--- src/rtl/mem_stage_mc.sv ---
// Multi-cycle memory stage: aligned bus request with byte strobes, variable-latency response, registered result.
// Optional flush input and DRAIN state are enabled with MEM_STAGE_FLUSH_EN.
module mem_stage_mc #(
  parameter int DATA_W = 32,
  parameter int ADDR_W = 32,
  parameter int TAG_W  = 48
) (
  input  logic                clk,
  input  logic                resetn,
`ifdef MEM_STAGE_FLUSH_EN
  input  logic                flush,
`endif
  input  logic                in_valid,
  output logic                in_ready,
  input  logic                in_read,
  input  logic                in_write,
  input  logic [1:0]          in_size,
  input  logic                in_signed,
  input  logic [ADDR_W-1:0]   in_addr,
  input  logic [DATA_W-1:0]   in_wdata,
  input  logic [TAG_W-1:0]    in_tag,
  output logic                req_valid,
  input  logic                req_ready,
  output logic                req_write,
  output logic [ADDR_W-1:0]   req_addr,
  output logic [DATA_W-1:0]   req_wdata,
  output logic [DATA_W/8-1:0] req_strb,
  input  logic                resp_valid,
  input  logic [DATA_W-1:0]   resp_data,
  output logic                out_valid,
  input  logic                out_ready,
  output logic [DATA_W-1:0]   out_data,
  output logic                out_exc,
  output logic [TAG_W-1:0]    out_tag
);

  localparam int NB   = DATA_W / 8;
  localparam int OFFW = $clog2(NB);

`ifdef MEM_STAGE_FLUSH_EN
  typedef enum logic [2:0] {s_idle, s_req, s_wait, s_done, s_drain} state_t;
`else
  typedef enum logic [1:0] {s_idle, s_req, s_wait, s_done} state_t;
`endif

  state_t state_reg, state_next, op_state;

  logic              accept, is_mem, misal;
  logic [OFFW-1:0]   in_off, low_mask, off_reg;
  logic [NB-1:0]     strb_next;
  logic [DATA_W-1:0] wdata_rep, addr_ext;
  logic [1:0]        size_reg;
  logic              sgn_reg, load_reg;
  logic [DATA_W-1:0] lane, ld_mask, ld_top, ld_ext;

  // Incoming op decode
  assign is_mem    = in_read | in_write;
  assign in_off    = in_addr[OFFW-1:0];
  assign low_mask  = OFFW'((4'd1 << in_size) - 4'd1);
  assign misal     = is_mem & (((in_off & low_mask) != '0) | ((in_size == 2'd3) && (DATA_W == 32)));
  assign strb_next = NB'(((16'd1 << (5'd1 << in_size)) - 16'd1) << in_off);
  assign addr_ext  = DATA_W'(in_addr);
  assign accept    = in_valid & in_ready;
  assign op_state  = (is_mem && !misal) ? s_req : s_done;

  for (genvar gi = 0; gi < NB; gi++) begin : g_lane
    assign wdata_rep[8*gi +: 8] = (in_size == 2'd0) ? in_wdata[7:0] :
                                  (in_size == 2'd1) ? in_wdata[8*(gi%2) +: 8] :
                                  (in_size == 2'd2) ? in_wdata[8*(gi%4) +: 8] :
                                                      in_wdata[8*(gi%8) +: 8];
  end

  // Load extraction from the registered offset/size of the op in flight
  assign lane = resp_data >> {off_reg, 3'b000};

  always_comb begin
    case (size_reg)
      2'd0:    ld_mask = DATA_W'(8'hFF);
      2'd1:    ld_mask = DATA_W'(16'hFFFF);
      2'd2:    ld_mask = DATA_W'(32'hFFFF_FFFF);
      default: ld_mask = '1;
    endcase
  end

  assign ld_top = ld_mask & ~(ld_mask >> 1);
  assign ld_ext = (lane & ld_mask) | ((sgn_reg && ((lane & ld_top) != '0)) ? ~ld_mask : '0);

  always_ff @(posedge clk or negedge resetn) begin
    if (!resetn) state_reg <= s_idle;
    else         state_reg <= state_next;
  end

  always_comb begin
    state_next = state_reg;
    case (state_reg)
      s_idle: if (accept) state_next = op_state;
      s_req: begin
        if (req_ready) state_next = s_wait;
`ifdef MEM_STAGE_FLUSH_EN
        if (flush) state_next = req_ready ? s_drain : s_idle;
`endif
      end
      s_wait: begin
        if (resp_valid) state_next = s_done;
`ifdef MEM_STAGE_FLUSH_EN
        if (flush) state_next = resp_valid ? s_idle : s_drain;
`endif
      end
      s_done: begin
        if (out_ready) state_next = accept ? op_state : s_idle;
`ifdef MEM_STAGE_FLUSH_EN
        if (flush) state_next = s_idle;
`endif
      end
`ifdef MEM_STAGE_FLUSH_EN
      s_drain: if (resp_valid) state_next = s_idle;
`endif
      default: state_next = s_idle;
    endcase
  end

  always_comb begin
    req_valid = (state_reg == s_req);
    out_valid = (state_reg == s_done);
    in_ready  = (state_reg == s_idle) | ((state_reg == s_done) & out_ready);
`ifdef MEM_STAGE_FLUSH_EN
    in_ready  = in_ready & ~flush;
`endif
  end

  always_ff @(posedge clk or negedge resetn) begin
    if (!resetn) begin
      req_write <= 1'b0;
      req_addr  <= '0;
      req_wdata <= '0;
      req_strb  <= '0;
      off_reg   <= '0;
      size_reg  <= 2'd0;
      sgn_reg   <= 1'b0;
      load_reg  <= 1'b0;
      out_data  <= '0;
      out_exc   <= 1'b0;
      out_tag   <= '0;
    end else if (accept) begin
      req_write <= in_write;
      req_addr  <= {in_addr[ADDR_W-1:OFFW], {OFFW{1'b0}}};
      req_wdata <= wdata_rep;
      req_strb  <= strb_next;
      off_reg   <= in_off;
      size_reg  <= in_size;
      sgn_reg   <= in_signed;
      load_reg  <= in_read & ~in_write;
      out_data  <= addr_ext;
      out_exc   <= misal;
      out_tag   <= in_tag;
    end else if ((state_reg == s_wait) && resp_valid && load_reg) begin
      out_data  <= ld_ext;
    end
  end

endmodule

--- config.mk ---
export PLATFORM = sky130hd
export DESIGN_NAME = mem_stage_mc
export DESIGN_NICKNAME = d
export VERILOG_FILES = /design/src/rtl/mem_stage_mc.sv
export SDC_FILE = /design/constraint.sdc
export NUM_CORES = 1
export LEC_CHECK = 0
export ABC_CLOCK_PERIOD_IN_PS = 1770
export BUFFER_PORTS_ARGS = -buffer_cell sky130_fd_sc_hd__buf_4
export CAP_MARGIN = 20
export CORE_MARGIN = 1.5
export CORE_UTILIZATION = 35
export DETAILED_ROUTE_END_ITERATION = 12
export PLACE_DENSITY_LB_ADDON = 0.25
export SYNTH_ARGS = -nofsm -noshare
export SYNTH_HDL_FRONTEND = slang
export SYNTH_SLANG_ARGS = --single-unit
export TNS_END_PERCENT = 20
--- constraint.sdc ---
create_clock -name clk -period 1.77 [get_ports clk]
set_input_delay 0.0885 -clock clk [delete_from_list [all_inputs] [get_ports clk]]
set_output_delay 0.0885 -clock clk [all_outputs]
set_load 0.01 [all_outputs]
== Word level (Yosys, flattened, before mapping) ==
Index checks and enable logic that the tools add are counted.

* Add/subtract/negate cells: 2
* Eq/ne operators: 10
* Shift-type cells: 5
* Multiplexer cells: 16
* Bitwise gates (word level): 15
* Reductions and logical operators: 12

{| class="wikitable"
|+ Operators with widths
! operator !! count
|-
| $and 32x32->32 || 3
|-
| $mux 32 || 3
|-
| $pmux 32 s2 || 1
|-
| $mux 8 || 5
|-
| $not 31->32 || 1
|-
| $not 32->32 || 1
|-
| $or 32x32->32 || 1
|-
| $reduce_bool 32->1 || 1
|-
| $shr 32x5->32 || 1
|-
| $shl 1x5->16 const A || 1
|-
| $shl 16x2->4 || 1
|-
| $sub 16x1->16 const B || 1
|-
| $mux 2 || 6
|-
| $pmux 2 s4 || 1
|-
| $eq 2x1->1 const B || 3
|-
| $eq 2x2->1 const B || 3
|-
| $logic_not 2->1 || 3
|-
| $shl 1x2->5 const A || 1
|-
| $and 1x1->1 || 4
|-
| $logic_and 1x1->1 || 4
|-
| $ne 2x1->1 const B || 2
|-
| $ne 2x2->1 const B || 2
|-
| $reduce_and 4->1 || 1
|-
| $reduce_bool 2->1 || 2
|-
| other kinds (6) || 8
|}

* Register bits: 156
* Input bits: 155
* Word-level logic and storage cells: 72

== Depth between registers and ports, before layout ==
Gate-level depths: netlist of run 1.

* Depth in word-level cells: 12
* Gate-level depth with buffers: 10

== Worst setup path after synthesis of run 1 ==
No wires, ideal clock.

* Path type: input port to flip-flop
* From: in in_size[1]
* To: reg req_strb[3]
* Arrival time: 1.559 ns
* Slack: 0.083 ns
* Stages: 10
* Path buffers: 3
* Cell sequence: clkbuf_1 clkbuf_1 buf_2 nand2b_1 inv_1 ha_1 xnor2_1 nor2_1 o32ai_1 o21ai_0

* Cells in the longest elaborated chain, start to end: 4

{| class="wikitable"
|+ Ends and longest elaborated chain
! what !! line !! source
|-
| from (decl) || 17 || <nowiki>input logic [1:0] in_size,</nowiki>
|-
| $shl 1x2->5 || 61 || <nowiki>assign strb_next = NB'(((16'd1 << (5'd1 << in_size)) - 16'd1) << in_off);</nowiki>
|-
| $shl 1x5->16 || 61 ||
|-
| $sub 16x1->16 || 61 ||
|-
| $shl 16x2->4 || 61 ||
|-
| to (signal assigned) || 148 || <nowiki>req_strb <= strb_next;</nowiki>
|-
| to (decl) || 27 || <nowiki>output logic [DATA_W/8-1:0] req_strb,</nowiki>
|}

No other way between the ends.
A chain may end at the register's enable or synchronous reset.

== Worst setup path in the final report of run 1 ==
* From: in in_size[0]
* To: reg state_reg[1]

* Cells in the longest elaborated chain, start to end: 12
* Elaborated cells between the ends (all ways): 14
* Those cells by class: add/sub: 1; eq/ne: 1; shift: 1; mux: 5; bitwise: 3; reduce/logical: 3

{| class="wikitable"
|+ Ends and longest elaborated chain
! what !! line !! source
|-
| $shl 1x2->2 || 59 || <nowiki>assign low_mask = OFFW'((4'd1 << in_size) - 4'd1);</nowiki>
|-
| $sub 2x1->2 || 59 ||
|-
| $and 2x2->2 || 60 || <nowiki>assign misal = is_mem & (((in_off & low_mask) != '0) | ((in_size == 2'd3) && (DATA_W == 32)));</nowiki>
|-
| $reduce_bool 2->1 || 60 ||
|-
| $or 1x1->1 * || 60 ||
|-
| $and 1x1->1 * || 60 ||
|-
| $logic_not 1->1 * || 64 || <nowiki>assign op_state = (is_mem && !misal) ? s_req : s_done;</nowiki>
|-
| $logic_and 1x1->1 * || 64 ||
|-
| $mux 2 * || 64 ||
|-
| $mux 2 (2 in a row) || 110 || <nowiki>if (out_ready) state_next = accept ? op_state : s_idle;</nowiki>
|-
| $pmux 2 s4 * || 95 || <nowiki>case (state_reg)</nowiki>
|-
| to (signal assigned) || 89 || <nowiki>if (!resetn) state_reg <= s_idle;</nowiki>
|-
| to (signal assigned) || 90 || <nowiki>else state_reg <= state_next;</nowiki>
|-
| to (decl) || 46 || <nowiki>state_t state_reg, state_next, op_state;</nowiki>
|}

Every way passes the cells marked *; elsewhere a longest branch is shown, timed or not. The select of a mux whose other input is x is not followed.

==> flow_metrics.tcl, run 1 <==
set metrics [dict create \
    slowest_delay_ns 0.55 \
    antenna_found_initial 0 \
    slowest_stage "dlygate4sd3_1" \
    p_total_w 0.0187 \
    hold_class "in2reg" \
    max-vdd-ir-drop_v 0.000759 \
    grt_pass1_wl_um 39800 \
    clk_pin_slew_ns 0.06 \
    cts_root_buffer "clkbuf_16" \
    worst-path-max-fanout 7 \
    clockBufferDepth 2 \
    die_h_um 145 \
    syn2layout_area_growth_pct 65.3 \
    status "completed" \
    design_area_um2 11700 \
    yosysMostFrequentCell "nand2_1" \
    synthAdderAreaFrac 0.00528 \
    dieArea_um2 21200 \
    ys.warnings.count 0 \
    dp_hpwl_um 17200 \
    synth_xor_area_frac 0.00247 \
    synth_cells 772 \
    min_from "in_wdata[11]" \
    grt_max_degree 74 \
    synth_top_area_cell "dfrtp_1" \
    dp_cells 1319 \
    largest-register "out_tag" \
    startpoint_type "primary input" \
    min_period_ns 1.70 \
    place_congestion 0.851 \
    synth.top_cell.area_share 0.549 \
    synth_edf_count 0 \
    insertion_delay_ns 0.41 \
    ys_seq_elements 156 \
    cts_tree "built" \
    worst_pin_slew_ns 0.500 \
    synth_compound_area_frac 0.131 \
    synth_area_leaders "dfrtp_1 55%, nand2_1 17%, mux2i_1 4.8%" \
    setup_violations 0 \
    yosysSeqAreaShare 0.549 \
    clkSinkCount 156 \
    hold_viol 0 \
    end_kind "register" \
    fin_cells 1476 \
    worstPathRequired_ns 2.10 \
    viasPerCell 4.82 \
    drc 0 \
    critPathArrivalTime_ns 2.02 \
    async_reset_ff_frac 1.00 \
    utilization 0.598 \
    r2r-start "state_reg[0]" \
    coreArea_um2 19700 \
    p_leak_nw 5.97 \
    largest_register_ffs 48 \
    synthTopCellsByCount "321 x nand2_1, 156 x dfrtp_1, 62 x o21ai_0" \
    drt-wirelength-per-cell_um 17.0 \
    placed_area_um2 9840 \
    synthMuxAreaShare 0.0643 \
    grt_overflow 0 \
    finClkSkew_ns 0.00756 \
    syn_avg_cell_area_um2 9.20 \
    layout-drive-gt1-share 0.320 \
    h-tree-depth 4 \
    ys_types 42 \
    wl_um 25100 \
    crit_start "in_size[0]" \
    fmaxAchievable_mhz 589 \
    r2r_slack_ns 0.10 \
    syn_area_um2 7100 \
    p_per_area_nw_per_um2 1600 \
    slew_violations 0 \
    largest_registers "out_tag x48, out_data x32, req_wdata x32" \
    grt_pass1_vias 7222 \
    start_util 0.361 \
    cts_setup_buffers 0 \
    synth_top_family_by_area "simple AND/OR/NAND/NOR gates" \
    synthSimpleGateAreaFrac 0.201 \
    period_share 0.960 \
    cts_made_buffers 17 \
    path_cells "dlygate4sd3_1 -> buf_4 -> nor2_1 -> inv_1 -> ha_1 -> o22ai_2 -> o21ai_0 -> a22oi_1" \
    numPortBuffers 305 \
    first_iter_violations 386 \
    antenna_left 0 \
    firstDrtPassIters 7 \
    rows 51 \
    maxCapViolCount 0 \
    diodes 0 \
    slew_headroom 0.665 \
    grt_usage 0.238 \
    nNetsFinal 1357 \
    critical_path_class "in2reg" \
    ios 308 \
    die_w_um 145 \
    route.vias.total 7111 \
    synth-main-ff-cell "dfrtp_1" \
]
final timing paths:
path	endpoint	cells past startpoint
setup / recovery	state_reg[1]	8
hold / removal	req_wdata[11]	3
setup reg to reg	out_data[28]	5
hold reg to reg	out_tag[47]	2
max in group asynchronous	out_data[20]	3
min in group asynchronous	req_wdata[22]	2
stage by stage:
stage	hold slack [ns]	setup TNS, ns	setup WS, ns
3_3_place_gp	0.00678	0	0.134
4_1_cts	0.00210	0	0.0254
2_1_floorplan	-0.207	0	0.0831
3_5_place_dp	0.0103	0	0.0902
6_report	0.0212	0	0.0716
5_1_grt	0.0408	-0.00716	-0.00716
kinds of logic (layout without fill, tap and decap cells):
| family | count (synthesis) | in the layout |
|---|---|---|
| flip-flops | 156 | 156 |
| AND/OR/NAND/NOR | 362 | 362 |
| adder cells (fa/ha/maj) | 3 | 3 |
| multiplexers | 43 | 43 |
| XOR/XNOR | 2 | 2 |
| other | 1 | 2 |
| AO/OA/AOI/OAI | 144 | 144 |
| buffers and inverters | 61 | 499 |
worst max-delay path, delay by kind of cell:
kind / cells / cell delay, ns
AND/OR/NAND/NOR: 1 / 0.20
buffers and inverters: 3 / 0.85
adder cells (fa/ha/maj): 1 / 0.32
AO/OA/AOI/OAI: 3 / 0.55
power breakdown:
| group | internal, W | switching, W |
|---|---|---|
| clock | 0.00240 | 0.00158 |
| sequential | 0.00526 | 0.00106 |
| combinational | 0.00415 | 0.00428 |
metal layers:
layer  vias to the layer above  wire length (um)  GRT usage  part of all wire
met5                         -                 0          0                 0
met4                         0               806      0.100             0.032
met3                        54              1210     0.0423             0.048
met2                       258             12300      0.395              0.49
met1                      3380             10800      0.306              0.43
li1                       3419                 -          -                 -
repair_timing:
item	in CTS	in global routing
hold buffers	126	0
resized for setup	0	4
setup endpoints to repair	0	18
hold endpoints to repair	274	0
cell type report:
cell class / instances / area (um2)
Clock buffer: 17 / 425
Clock inverter: 14 / 208
Fill cell: 1700 / 7910
Inverter: 4 / 15.0
Multi-Input combinational cell: 556 / 2910
Sequential cell: 156 / 3910
Tap cell: 265 / 332
Timing Repair Buffer: 464 / 3950
cells in the final DEF (no fill, tap or decap), drive strengths merged, types with 11 or more instances in the layout:
cell,instances
a211oi,14
a21oi,19
a22oi,18
buf,338
clkbuf,17
dfrtp,156
dlygate4sd3,126
inv,11
mux2i,34
nand2,321
nor2,18
nor2b,12
o21ai,67
Power figures use the tool's default switching activity.
==> inputs of run 2 (changes only) <==
--- a/config.mk
+++ b/config.mk
@@ -5,11 +5,13 @@
 export SDC_FILE = /design/constraint.sdc
 export NUM_CORES = 1
 export LEC_CHECK = 0
-export ABC_CLOCK_PERIOD_IN_PS = 1770
+export ABC_CLOCK_PERIOD_IN_PS = 1430
 export BUFFER_PORTS_ARGS = -buffer_cell sky130_fd_sc_hd__buf_4
 export CAP_MARGIN = 20
+export CELL_PAD_IN_SITES_DETAIL_PLACEMENT = 1
+export CELL_PAD_IN_SITES_GLOBAL_PLACEMENT = 1
 export CORE_MARGIN = 1.5
-export CORE_UTILIZATION = 35
+export CORE_UTILIZATION = 31
 export DETAILED_ROUTE_END_ITERATION = 12
 export PLACE_DENSITY_LB_ADDON = 0.25
 export SYNTH_ARGS = -nofsm -noshare
==> constraint.sdc (replaced) <==
create_clock -name clk -period 1.43 [get_ports clk]
set_input_delay 0.0715 -clock clk [delete_from_list [all_inputs] [get_ports clk]]
set_output_delay 0.0715 -clock clk [all_outputs]
set_load 0.01 [all_outputs]
==> run 2 against run 1 <==
Compared with the run above:
- the flow now finishes with violations (negative setup slack)
- utilization fell by 3.5 points
- register-to-register slack got worse by 0.30 ns
- global-route usage rose by 1.4 points
- non-clock buffer count rose by 49
- sequential power rose by 24%
- total power rose by 36%
- count of clock-buffer cells in the layout rose by 1
- combinational power rose by 50%
- critical endpoint is now out_data[31]
- largest power group unchanged
- cell area rose by 8.2%
- sequential share of layout area fell by 2.5 points
- via count rose by 6.9%
==> flow_metrics.tcl, run 2 (synthesis results as in run 1) <==
set metrics [dict create \
    setup_violations 157 \
    coreArea_um2 22600 \
    slew_violations 0 \
    first_iter_violations 313 \
    drt-wirelength-per-cell_um 19.9 \
    cts_made_buffers 17 \
    rows 55 \
    finalSetupTns_ns -19.18 \
    dp_cells 1369 \
    viasPerCell 4.91 \
    drc 0 \
    grt_usage 0.252 \
    startpoint_type "register" \
    final_cell_mix "343 x buf_4, 281 x nand2_1, 156 x dfrtp_1, 127 x dlygate4sd3_1, 44 x o21ai_1" \
    pwr-share-seq 0.309 \
    syn2layout_area_growth_pct 78.8 \
    multi_input_area_um2 3190 \
    hold_viol 0 \
    status "complete, but fails checks" \
    layout-drive-gt1-share 0.399 \
    seq_area_um2 3900 \
    largest_register_ffs 48 \
    violations "negative setup slack" \
    hold_class "in2reg" \
    cts_tree "built" \
    power.internal_w 0.0156 \
    maxCapViolCount 0 \
    p_leak_nw 6.39 \
    start_util 0.315 \
    p_clk_frac 0.190 \
    min_period_ns 1.63 \
    antenna_found_initial 1 \
    critPathArrivalTime_ns 1.94 \
    layout_commonest_cell "buf_4" \
    cts_root_buffer "clkbuf_16" \
    clk_pin_slew_ns 0.07 \
    wl_um 30800 \
    die_w_um 154 \
    grt_max_degree 47 \
    worstPathRequired_ns 1.74 \
    grt_overflow 0 \
    worst-path-max-fanout 22 \
    dp_hpwl_um 19500 \
    power_frac_comb 0.501 \
    grt_pass1_wl_um 46200 \
    layout_setup_ws_ns -0.199 \
    nNetsFinal 1406 \
    insertion_delay_ns 0.44 \
    switching_share 0.385 \
    largest_registers "out_tag x48, out_data x32, req_wdata x32" \
    fin_cells 1547 \
    num-fill-cells 2504 \
    numPortBuffers 305 \
    largest-register "out_tag" \
    grt_pass1_vias 8144 \
    route.vias.total 7601 \
    die_h_um 154 \
    firstDrtPassIters 4 \
    ios 308 \
    utilization 0.563 \
    grt_setup_unrepaired "true" \
    max-vdd-ir-drop_v 0.000852 \
    fmaxAchievable_mhz 614 \
    slew_headroom 0.647 \
    dieArea_um2 23800 \
    clkSinkCount 156 \
    antenna_left 0 \
    p_sw_w 0.00979 \
    period_share 1.14 \
    clockBufferDepth 2 \
    place_congestion 0.781 \
    h-tree-depth 4 \
    dp_slack_ns -0.237 \
    end_kind "register" \
    hold_ws_ns 0.0225 \
    finClkSkew_ns 0.0157 \
    p_per_area_nw_per_um2 2000 \
    worst_pin_slew_ns 0.530 \
    critical_path_class "reg2reg" \
]
run 2: cell count changes in the layout (fill, tap and decap cells not counted), moves of 6 or more:
cell,delta
buf_4,+18
a21oi_1,-8
o21ai_1,+40
nand2_1,-40
buf_6,+12
nand2_2,+33
a21oi_2,+8
buf_12,+8
nand2_4,+6
o21ai_0,-41
run 2: worst paths after layout:
kind / start / to / slack [ns] / cells after the start
setup / recovery: off_reg[1] / out_data[31] / -0.20 / 6
hold / removal: in_size[1] / req_strb[3] / 0.02 / 3
setup reg to reg: off_reg[1] / out_data[31] / -0.20 / 6
hold reg to reg: req_addr[7] / req_addr[7] / 0.47 / 2
max in group asynchronous: resetn / req_wdata[15] / 0.64 / 3
min in group asynchronous: resetn / out_tag[25] / 0.15 / 2
run 2: critical path, cell delays in order, from the launching register on:
cell and delay [ns]:
dfrtp_1 0.37, buf_12 0.19, mux2i_4 0.26, nor3_2 0.08, o31ai_4 0.29, buf_12 0.20, a22oi_1 0.10
run 2: what timing repair did:
| item | CTS | global route |
|---|---|---|
| gates resized for setup | 63 | 91 |
| setup endpoints to repair | 119 | 157 |
| setup buffers | 8 | 4 |
| gates cloned | 5 | 3 |
| pin swaps | 36 | 26 |
| hold buffers | 127 | 0 |
| hold endpoints to repair | 208 | 0 |
run 2: final cells by class:
type,instances,area share
repair buffers,513,0.364
flip-flops and latches,156,0.307
multi-input cells,556,0.251
clock buffers,18,0.0346
well taps,285,0.0281
clock inverters,14,0.0136
inverters,4,0.00118
diodes,1,0.000197
run 2: routing by layer:
| layer | GRT usage | vias to the layer above | wire [um] |
|---|---|---|---|
| li1 | - | 3511 | - |
| met4 | 0.100 | 0 | 898 |
| met2 | 0.439 | 255 | 15500 |
| met5 | 0 | - | 0 |
| met1 | 0.305 | 3780 | 12700 |
| met3 | 0.0535 | 55 | 1660 |
run 2: power groups by stage:
stage	registers [W]	logic [W]	clock network, W
after CTS	0.00776	0.0120	0.00492
after global routing	0.00810	0.0137	0.00509
after global placement	0.00774	0.0105	0
after floorplan	0.00854	0.00413	0
final	0.00785	0.0127	0.00482
after detailed placement	0.00778	0.0108	0
run 2: metrics by stage:
step           cell area (um2)  power, W
2_1_floorplan             7140    0.0127
3_3_place_gp             10100    0.0182
3_5_place_dp             10100    0.0185
4_1_cts                  12400    0.0246
5_1_grt                  12700    0.0269
6_report                 12700    0.0254
